<file path="config.mk">
export PLATFORM = sky130hd
export DESIGN_NAME = axis_burst_chopper
export DESIGN_NICKNAME = d
export VERILOG_FILES = /design/src/rtl/axis_burst_chopper.sv
export SDC_FILE = /design/constraint.sdc
export NUM_CORES = 1
export LEC_CHECK = 0
export CORE_AREA = 8 8 135 137
export CTS_CLUSTER_DIAMETER = 100
export DETAILED_ROUTE_END_ITERATION = 16
export DIE_AREA = 0 0 143 145
export GPL_ROUTABILITY_DRIVEN = 0
export PLACE_DENSITY = 0.85
export RECOVER_POWER = 25
export SYNTH_ARGS = -nofsm -noshare
export SYNTH_HDL_FRONTEND = slang
export SYNTH_SLANG_ARGS = --single-unit
</file>
<file path="constraint.sdc">
create_clock -name aclk -period 8.05 [get_ports aclk]
set_input_delay 1.61 -clock aclk [delete_from_list [all_inputs] [get_ports aclk]]
set_output_delay 1.61 -clock aclk [all_outputs]
set_load 0.03 [all_outputs]
</file>
<file path="src/rtl/axis_burst_chopper.sv">
// Splits an AXI4-Stream packet into bursts of at most cfg_burst_len beats and
// queues one length/bytes/eop/tid/tdest descriptor per burst for the write DMA.
module axis_burst_chopper #(
  parameter int unsigned TDATA_BYTES   = 8,
  parameter int unsigned TID_WIDTH     = 4,
  parameter int unsigned TDEST_WIDTH   = 1,
  parameter int unsigned MAX_BURST_LEN = 256,
  parameter int unsigned META_DEPTH    = 4,
  localparam int unsigned LEN_W        = $clog2(MAX_BURST_LEN),
  localparam int unsigned BYTES_W      = $clog2(TDATA_BYTES) + 1,
  localparam int unsigned DATA_W       = 8 * TDATA_BYTES
) (
  input  logic                   aclk,
  input  logic                   aresetn,
  input  logic [LEN_W:0]         cfg_burst_len,
  input  logic                   target_tvalid,
  output logic                   target_tready,
  input  logic [DATA_W-1:0]      target_tdata,
  input  logic [TDATA_BYTES-1:0] target_tkeep,
  input  logic [TID_WIDTH-1:0]   target_tid,
  input  logic [TDEST_WIDTH-1:0] target_tdest,
  input  logic                   target_tlast,
  output logic                   initiator_tvalid,
  input  logic                   initiator_tready,
  output logic [DATA_W-1:0]      initiator_tdata,
  output logic [TDATA_BYTES-1:0] initiator_tkeep,
  output logic                   initiator_tlast,
  output logic                   meta_tvalid,
  input  logic                   meta_tready,
  output logic [LEN_W-1:0]       meta_tlen,
  output logic [BYTES_W-1:0]     meta_tbytes,
  output logic                   meta_teop,
  output logic [TID_WIDTH-1:0]   meta_tid,
  output logic [TDEST_WIDTH-1:0] meta_tdest,
  output logic [31:0]            stat_bursts
);

  localparam int unsigned PTR_W = $clog2(META_DEPTH);
  localparam int unsigned CNT_W = PTR_W + 1;

  typedef struct packed {
    logic [LEN_W-1:0]       len;
    logic [BYTES_W-1:0]     bytes;
    logic                   eop;
    logic [TID_WIDTH-1:0]   tid;
    logic [TDEST_WIDTH-1:0] tdest;
  } meta_t;

  // Number of enabled bytes on a beat.
  function automatic logic [BYTES_W-1:0] f_popcount(input logic [TDATA_BYTES-1:0] keep);
    logic [BYTES_W-1:0] sum;
    sum = '0;
    for (int i = 0; i < TDATA_BYTES; i++) begin
      sum = sum + BYTES_W'(keep[i]);
    end
    return sum;
  endfunction

  logic                   r_tvalid;
  logic [DATA_W-1:0]      r_tdata;
  logic [TDATA_BYTES-1:0] r_tkeep;
  logic                   r_tlast;
  logic [LEN_W-1:0]       r_beat_cnt;
  logic [LEN_W:0]         r_lim;
  logic [PTR_W-1:0]       r_wr_ptr;
  logic [PTR_W-1:0]       r_rd_ptr;
  logic [CNT_W-1:0]       r_count;
  logic [31:0]            r_stat;
  meta_t                  r_mem [META_DEPTH];

  logic [LEN_W:0]         w_cfg_eff;
  logic [LEN_W:0]         w_lim;
  logic                   w_closing;
  logic                   w_meta_full;
  logic                   w_ready;
  logic                   w_accept;
  logic                   w_push;
  logic                   w_pop;
  meta_t                  w_push_desc;
  meta_t                  w_head;

  // 0 or out-of-range configuration selects the hard maximum.
  assign w_cfg_eff = ((cfg_burst_len == '0) || (cfg_burst_len > (LEN_W+1)'(MAX_BURST_LEN)))
                   ? (LEN_W+1)'(MAX_BURST_LEN) : cfg_burst_len;

  // The first beat of a burst uses the live config; later beats use the sampled limit.
  assign w_lim       = (r_beat_cnt == '0) ? w_cfg_eff : r_lim;
  assign w_closing   = target_tlast || ((LEN_W+1)'(r_beat_cnt) == (w_lim - (LEN_W+1)'(1)));
  assign w_meta_full = (r_count == CNT_W'(META_DEPTH));

  // Only a burst-closing beat needs a free descriptor slot.
  assign w_ready  = (!r_tvalid || initiator_tready) && !(w_meta_full && w_closing);
  assign w_accept = target_tvalid && w_ready;
  assign w_push   = w_accept && w_closing;
  assign w_pop    = (r_count != '0) && meta_tready;

  assign w_push_desc.len   = r_beat_cnt;
  assign w_push_desc.bytes = f_popcount(target_tkeep);
  assign w_push_desc.eop   = target_tlast;
  assign w_push_desc.tid   = target_tid;
  assign w_push_desc.tdest = target_tdest;

  assign w_head = r_mem[r_rd_ptr];

  // Control state, counters and FIFO pointers.
  always_ff @(posedge aclk or negedge aresetn) begin
    if (!aresetn) begin
      r_tvalid   <= 1'b0;
      r_beat_cnt <= '0;
      r_lim      <= '0;
      r_wr_ptr   <= '0;
      r_rd_ptr   <= '0;
      r_count    <= '0;
      r_stat     <= '0;
    end else begin
      if (w_accept) begin
        r_tvalid <= 1'b1;
      end else if (initiator_tready) begin
        r_tvalid <= 1'b0;
      end

      if (w_accept) begin
        if (r_beat_cnt == '0) begin
          r_lim <= w_cfg_eff;
        end
        if (w_closing) begin
          r_beat_cnt <= '0;
        end else begin
          r_beat_cnt <= r_beat_cnt + LEN_W'(1);
        end
      end

      if (w_push) begin
        r_wr_ptr <= r_wr_ptr + PTR_W'(1);
        r_stat   <= r_stat + 32'd1;
      end
      if (w_pop) begin
        r_rd_ptr <= r_rd_ptr + PTR_W'(1);
      end

      case ({w_push, w_pop})
        2'b10:   r_count <= r_count + CNT_W'(1);
        2'b01:   r_count <= r_count - CNT_W'(1);
        default: r_count <= r_count;
      endcase
    end
  end

  // Payload registers carry no reset; they are qualified by the valids.
  always_ff @(posedge aclk) begin
    if (w_accept) begin
      r_tdata <= target_tdata;
      r_tkeep <= target_tkeep;
      r_tlast <= w_closing;
    end
    if (w_push) begin
      r_mem[r_wr_ptr] <= w_push_desc;
    end
  end

  assign target_tready    = w_ready;
  assign initiator_tvalid = r_tvalid;
  assign initiator_tdata  = r_tdata;
  assign initiator_tkeep  = r_tkeep;
  assign initiator_tlast  = r_tlast;
  assign meta_tvalid      = (r_count != '0);
  assign meta_tlen        = w_head.len;
  assign meta_tbytes      = w_head.bytes;
  assign meta_teop        = w_head.eop;
  assign meta_tid         = w_head.tid;
  assign meta_tdest       = w_head.tdest;
  assign stat_bursts      = r_stat;

endmodule

</file>
==> results of run 1 <==
-- power by group through the flow --
stage	logic [uW]	clock network [uW]	registers [uW]
3_3_place_gp	1140	0	1450
6_report	1180	956	1450
3_5_place_dp	1180	0	1460
2_1_floorplan	723	0	1500
4_1_cts	1200	978	1450
5_1_grt	1260	1020	1470
-- worst reg2reg max path, delay by kind of cell, from the launching register on --
| family | cells | cell delay [ps] |
|---|---|---|
| buffers and inverters | 3 | 1230 |
| AO/OA/AOI/OAI | 5 | 1140 |
| AND/OR/NAND/NOR | 4 | 1010 |
| adder cells (fa/ha/maj) | 2 | 530 |
| flip-flops | 1 | 480 |
| multiplexers | 1 | 370 |
-- flip-flops by register name (all words and copies together), names as in the netlist --
name              flops
r_beat_cnt            8
r_lim                 9
r_mem                72
initiator_tlast       1
initiator_tdata      64
initiator_tvalid      1
stat_bursts          32
r_rd_ptr              2
initiator_tkeep       8
r_wr_ptr              2
r_count               3
-- how the worst max path moves through the flow --
stage	to	depth (start not counted)	slack (ps)	startpoint
6_report	target_tready	16	580	cfg_burst_len[1]
5_1_grt	target_tready	16	320	cfg_burst_len[1]
4_1_cts	target_tready	16	590	cfg_burst_len[1]
3_5_place_dp	target_tready	16	630	cfg_burst_len[1]
3_3_place_gp	target_tready	16	840	cfg_burst_len[1]
2_1_floorplan	target_tready	15	1620	cfg_burst_len[1]
-- per-layer routing --
layer | global-route usage | up-vias
li1 | - | 2484
met1 | 0.230 | 2712
met2 | 0.352 | 209
met3 | 0.0394 | 22
met4 | 0.0404 | 0
met5 | 0 | -
-- placed cells by master, fill, tap and decap left out, types with 3 or more instances in the layout --
cell and n:
nor2_1 11, nand3_1 8, o31ai_1 5, buf_4 5, clkbuf_16 22, or2_2 3, inv_1 21, and2_1 13
and2_0 3, mux2_2 4, xor2_1 6, edfxtp_1 145, o21ai_0 24, nand4_1 29, a21oi_1 8, clkinv_2 3
o211ai_1 4, clkdlybuf4s50_1 146, xnor2_1 40, nor3_1 10, nand2_1 22, and4_1 7, fa_1 5, dlygate4sd3_1 70
ha_1 13, nand2b_1 10, dfrtp_1 57, clkbuf_1 5, and3_1 16, mux4_2 18, clkinv_1 3, mux2i_1 4
-- final cells by class --
cell class	instances	area [um^2]
clock buffers	28	593
diodes	2	5.00
clock inverters	9	95.1
multi-input cells	293	2390
flip-flops and latches	202	5780
repair buffers	223	2210
well taps	220	275
inverters	22	82.6
fillers	1058	4750
-- cells by family (layout without fill, tap and decap cells) --
| kind of cell | after synthesis | count (layout) |
|---|---|---|
| muxes | 26 | 26 |
| and+or+nand+nor | 147 | 147 |
| buffers and inverters | 47 | 282 |
| other | 0 | 2 |
| adders and majority gates | 18 | 18 |
| AOI/OAI and AO/OA | 56 | 56 |
| DFF | 202 | 202 |
| xor gates and xnor gates | 46 | 46 |
-- stage by stage --
stage | utilization | hold WS [ps]
2_1_floorplan | - | 448
3_3_place_gp | 0.664 | 464
3_5_place_dp | 0.664 | 470
4_1_cts | 0.706 | 481
5_1_grt | 0.707 | 490
6_report | 0.707 | 475
==> summary.md, run 1 <==
| Metric | Value |
|---|---|
| Gate power share | `0.329` |
| F_max | `0.134 GHz` |
| Post-CTS sizing | `0` |
| Post-Place Cell Area | `10700 um^2` |
| Initial antenna violation count | `2` |
| Final setup margin | `576 ps` |
| DIE WIDTH | `143 um` |
| FF-to-FF setup slack | `2950 ps` |
| Worst Hold Class | `reg -> reg` |
| Met3 wire len | `about 1400 um` |
| Mux share of post-synthesis cell area | `0.0585` |
| Min-delay src | `stat_bursts[31]` |
| CP Launch Type | `primary input` |
| CP max FO | `8` |
| Io pins | `218` |
| Clk buf depth | `3` |
| Post-synthesis simple-gate area fraction | `0.106` |
| Post-CTS setup buffer count | `0` |
| Cells after Synth | `542` |
| R2r endpoint | `initiator_tdata[38]` |
| Routed metal-1 wirelength | `7980 um` |
| Maxcap violations | `1` |
| Critical path class | `in -> out` |
| Core ar. | `16200 um^2` |
| Peak supply drop | `0.144 mV` |
| LEAKAGE | `~0.0043 uW` |
| Clock skew | `approximately 17 ps` |
| Outcome | `finished, violations left` |
| EDFF count, synth | `approximately 150` |
| Setup Total Neg Slack | `0 ps` |
| Switch Pwr | `1200 uW` |
| Placement Rows | `47` |
| Top-count cell post-synth | `edfxtp_1` |
| Sequential Power Share | `0.404` |
| Worst hold path depth | `1` |
| Pwr dens | `313 nW/um^2` |
| Async SR Flop Fraction | `0.282` |
| Die Area | `20700 um^2` |
| Drt first-iter violations | `312` |
| Dpl ws | `625 ps` |
| Tot Pwr | `between 3000 and 4000 uW` |
| Inst Count DP | `960` |
| Met2 WL post-DR | `10900 um` |
| Top cells by area, synth | `edfxtp_1 52%, dfrtp_1 17%, mux4_2 4.8%` |
| Clock Latency Late Sink | `480 ps` |
| Initial core utilization | `0.518` |
| Post-synth top area share | `0.520` |
| NumNets Final | `slightly below 900` |
| Die Y | `~150 um` |
| Drt drc | `0` |
| Worst slew margin | `-1.03` |
| Post-synth top flop | `edfxtp_1` |
| Netlist cell types | `54` |
| Vias in the first global route | `5560` |
| RR Startpoint | `r_beat_cnt[0]` |
| CP cell instances | `clkdlybuf4s50_1 -> nor4_1 -> nand3_1 -> ha_1 -> nor2b_1 -> mux2i_1 -> ha_1 -> nor3b_1 -> a211oi_1 -> a41oi_1 -> o22ai_1 -> o21ai_0 -> nand2_1 -> a21o_1 -> a21boi_0 -> clkdlybuf4s50_1` |
| IO Port Bufs | `217` |
| Clock network power share | `0.267` |
| Largest stage delay, worst path | `~730 ps` |
| Worst-Margin Slew | `3040 ps` |
| Path depth of the worst reg2reg path | `15` |
| Area Growth Syn to Fin | `36.3%` |
| GRT Overall Usage | `0.194` |
| Via count | `roughly 5400` |
| Top sig layer | `met4` |
| YS warnings | `0` |
| Final ANT Viol Nets | `0` |
| Slowest-stage cell, CP | `clkdlybuf4s50_1` |
| Detailed-route wire length | `20500 um` |
| Synth Area in Compound Gates | `0.0411` |
| Hold Buf Count CTS | `0` |
| First-pass GRT wire length | `approximately 32000 um` |
| Global route overflow | `0` |
| Clk sinks | `about 200` |
| Post-DP HPWL | `14300 um` |
| CTS tree | `built` |
| Critical path buffer and inverter count | `2` |
| Total CTS buffers | `21` |
| Post-Synthesis Net Count | `between 600 and 700` |
| Adder-cell share of the synthesized area | `0.0314` |
| Sequential cell area fraction in the yosys report | `0.690` |
| Mapped Avg Cell Area | `15.5 um^2` |
| Routed vias/inst | `5.43` |
| Pre-Repair DR Iteration Count | `5` |
| Largest net degree at the start of global routing | `58` |
| Max Slew Vio Count | `58` |
| Reg clk slew, reported paths | `around 60 ps` |
| Pint | `2380 uW` |
| Drt wl/cell | `20.5 um` |
| Root Buffer Master | `clkbuf_16` |
| Final min period | `between 7000 and 8000 ps` |
| Largest family of logic cells by synthesized area | `simple AND/OR/NAND/NOR gates` |
| H-tree depth | `1` |
| Switching Fraction | `0.334` |
| Design area | `11400 um^2` |
| Synth Area in XOR/XNOR | `0.0481` |
| Final Hold Fails | `0` |
| Commonest cells in the netlist | `145 x edfxtp_1, 57 x dfrtp_1, 40 x xnor2_1` |
| Final non-filler cell total | `999` |
| Worst Path Required | `between 6000 and 7000 ps` |
| RSZ-0062 raised after global routing | `no` |
| CP top delay family | `compound AO/OA/AOI/OAI gates` |
| Post-synth top area cell | `edfxtp_1` |
| Setup violators final | `0` |
| Synthesized area | `about 8400 um^2` |
| Layout cells sized above 1 | `0.0888` |
| Synth Register Bits | `about 200` |
| Arr. time, crit path | `a little under 6000 ps` |
| Hold endpoint | `stat_bursts[31]` |
| Kind of end point of the critical path | `primary output` |
| Tcrit/Tclk final | `0.928` |
| Failing checks | `max-capacitance violations, max-slew violations` |
Note: power is estimated with default switching activity, not from simulation.
==> run 2, diff against run 1 <==
--- a/config.mk
+++ b/config.mk
@@ -5,6 +5,7 @@
 export SDC_FILE = /design/constraint.sdc
 export NUM_CORES = 1
 export LEC_CHECK = 0
+export CAP_MARGIN = 10
 export CORE_AREA = 8 8 135 137
 export CTS_CLUSTER_DIAMETER = 100
 export DETAILED_ROUTE_END_ITERATION = 16
==> results of run 2 <==
Final layout, timing and power as in run 1 (identical DEF).
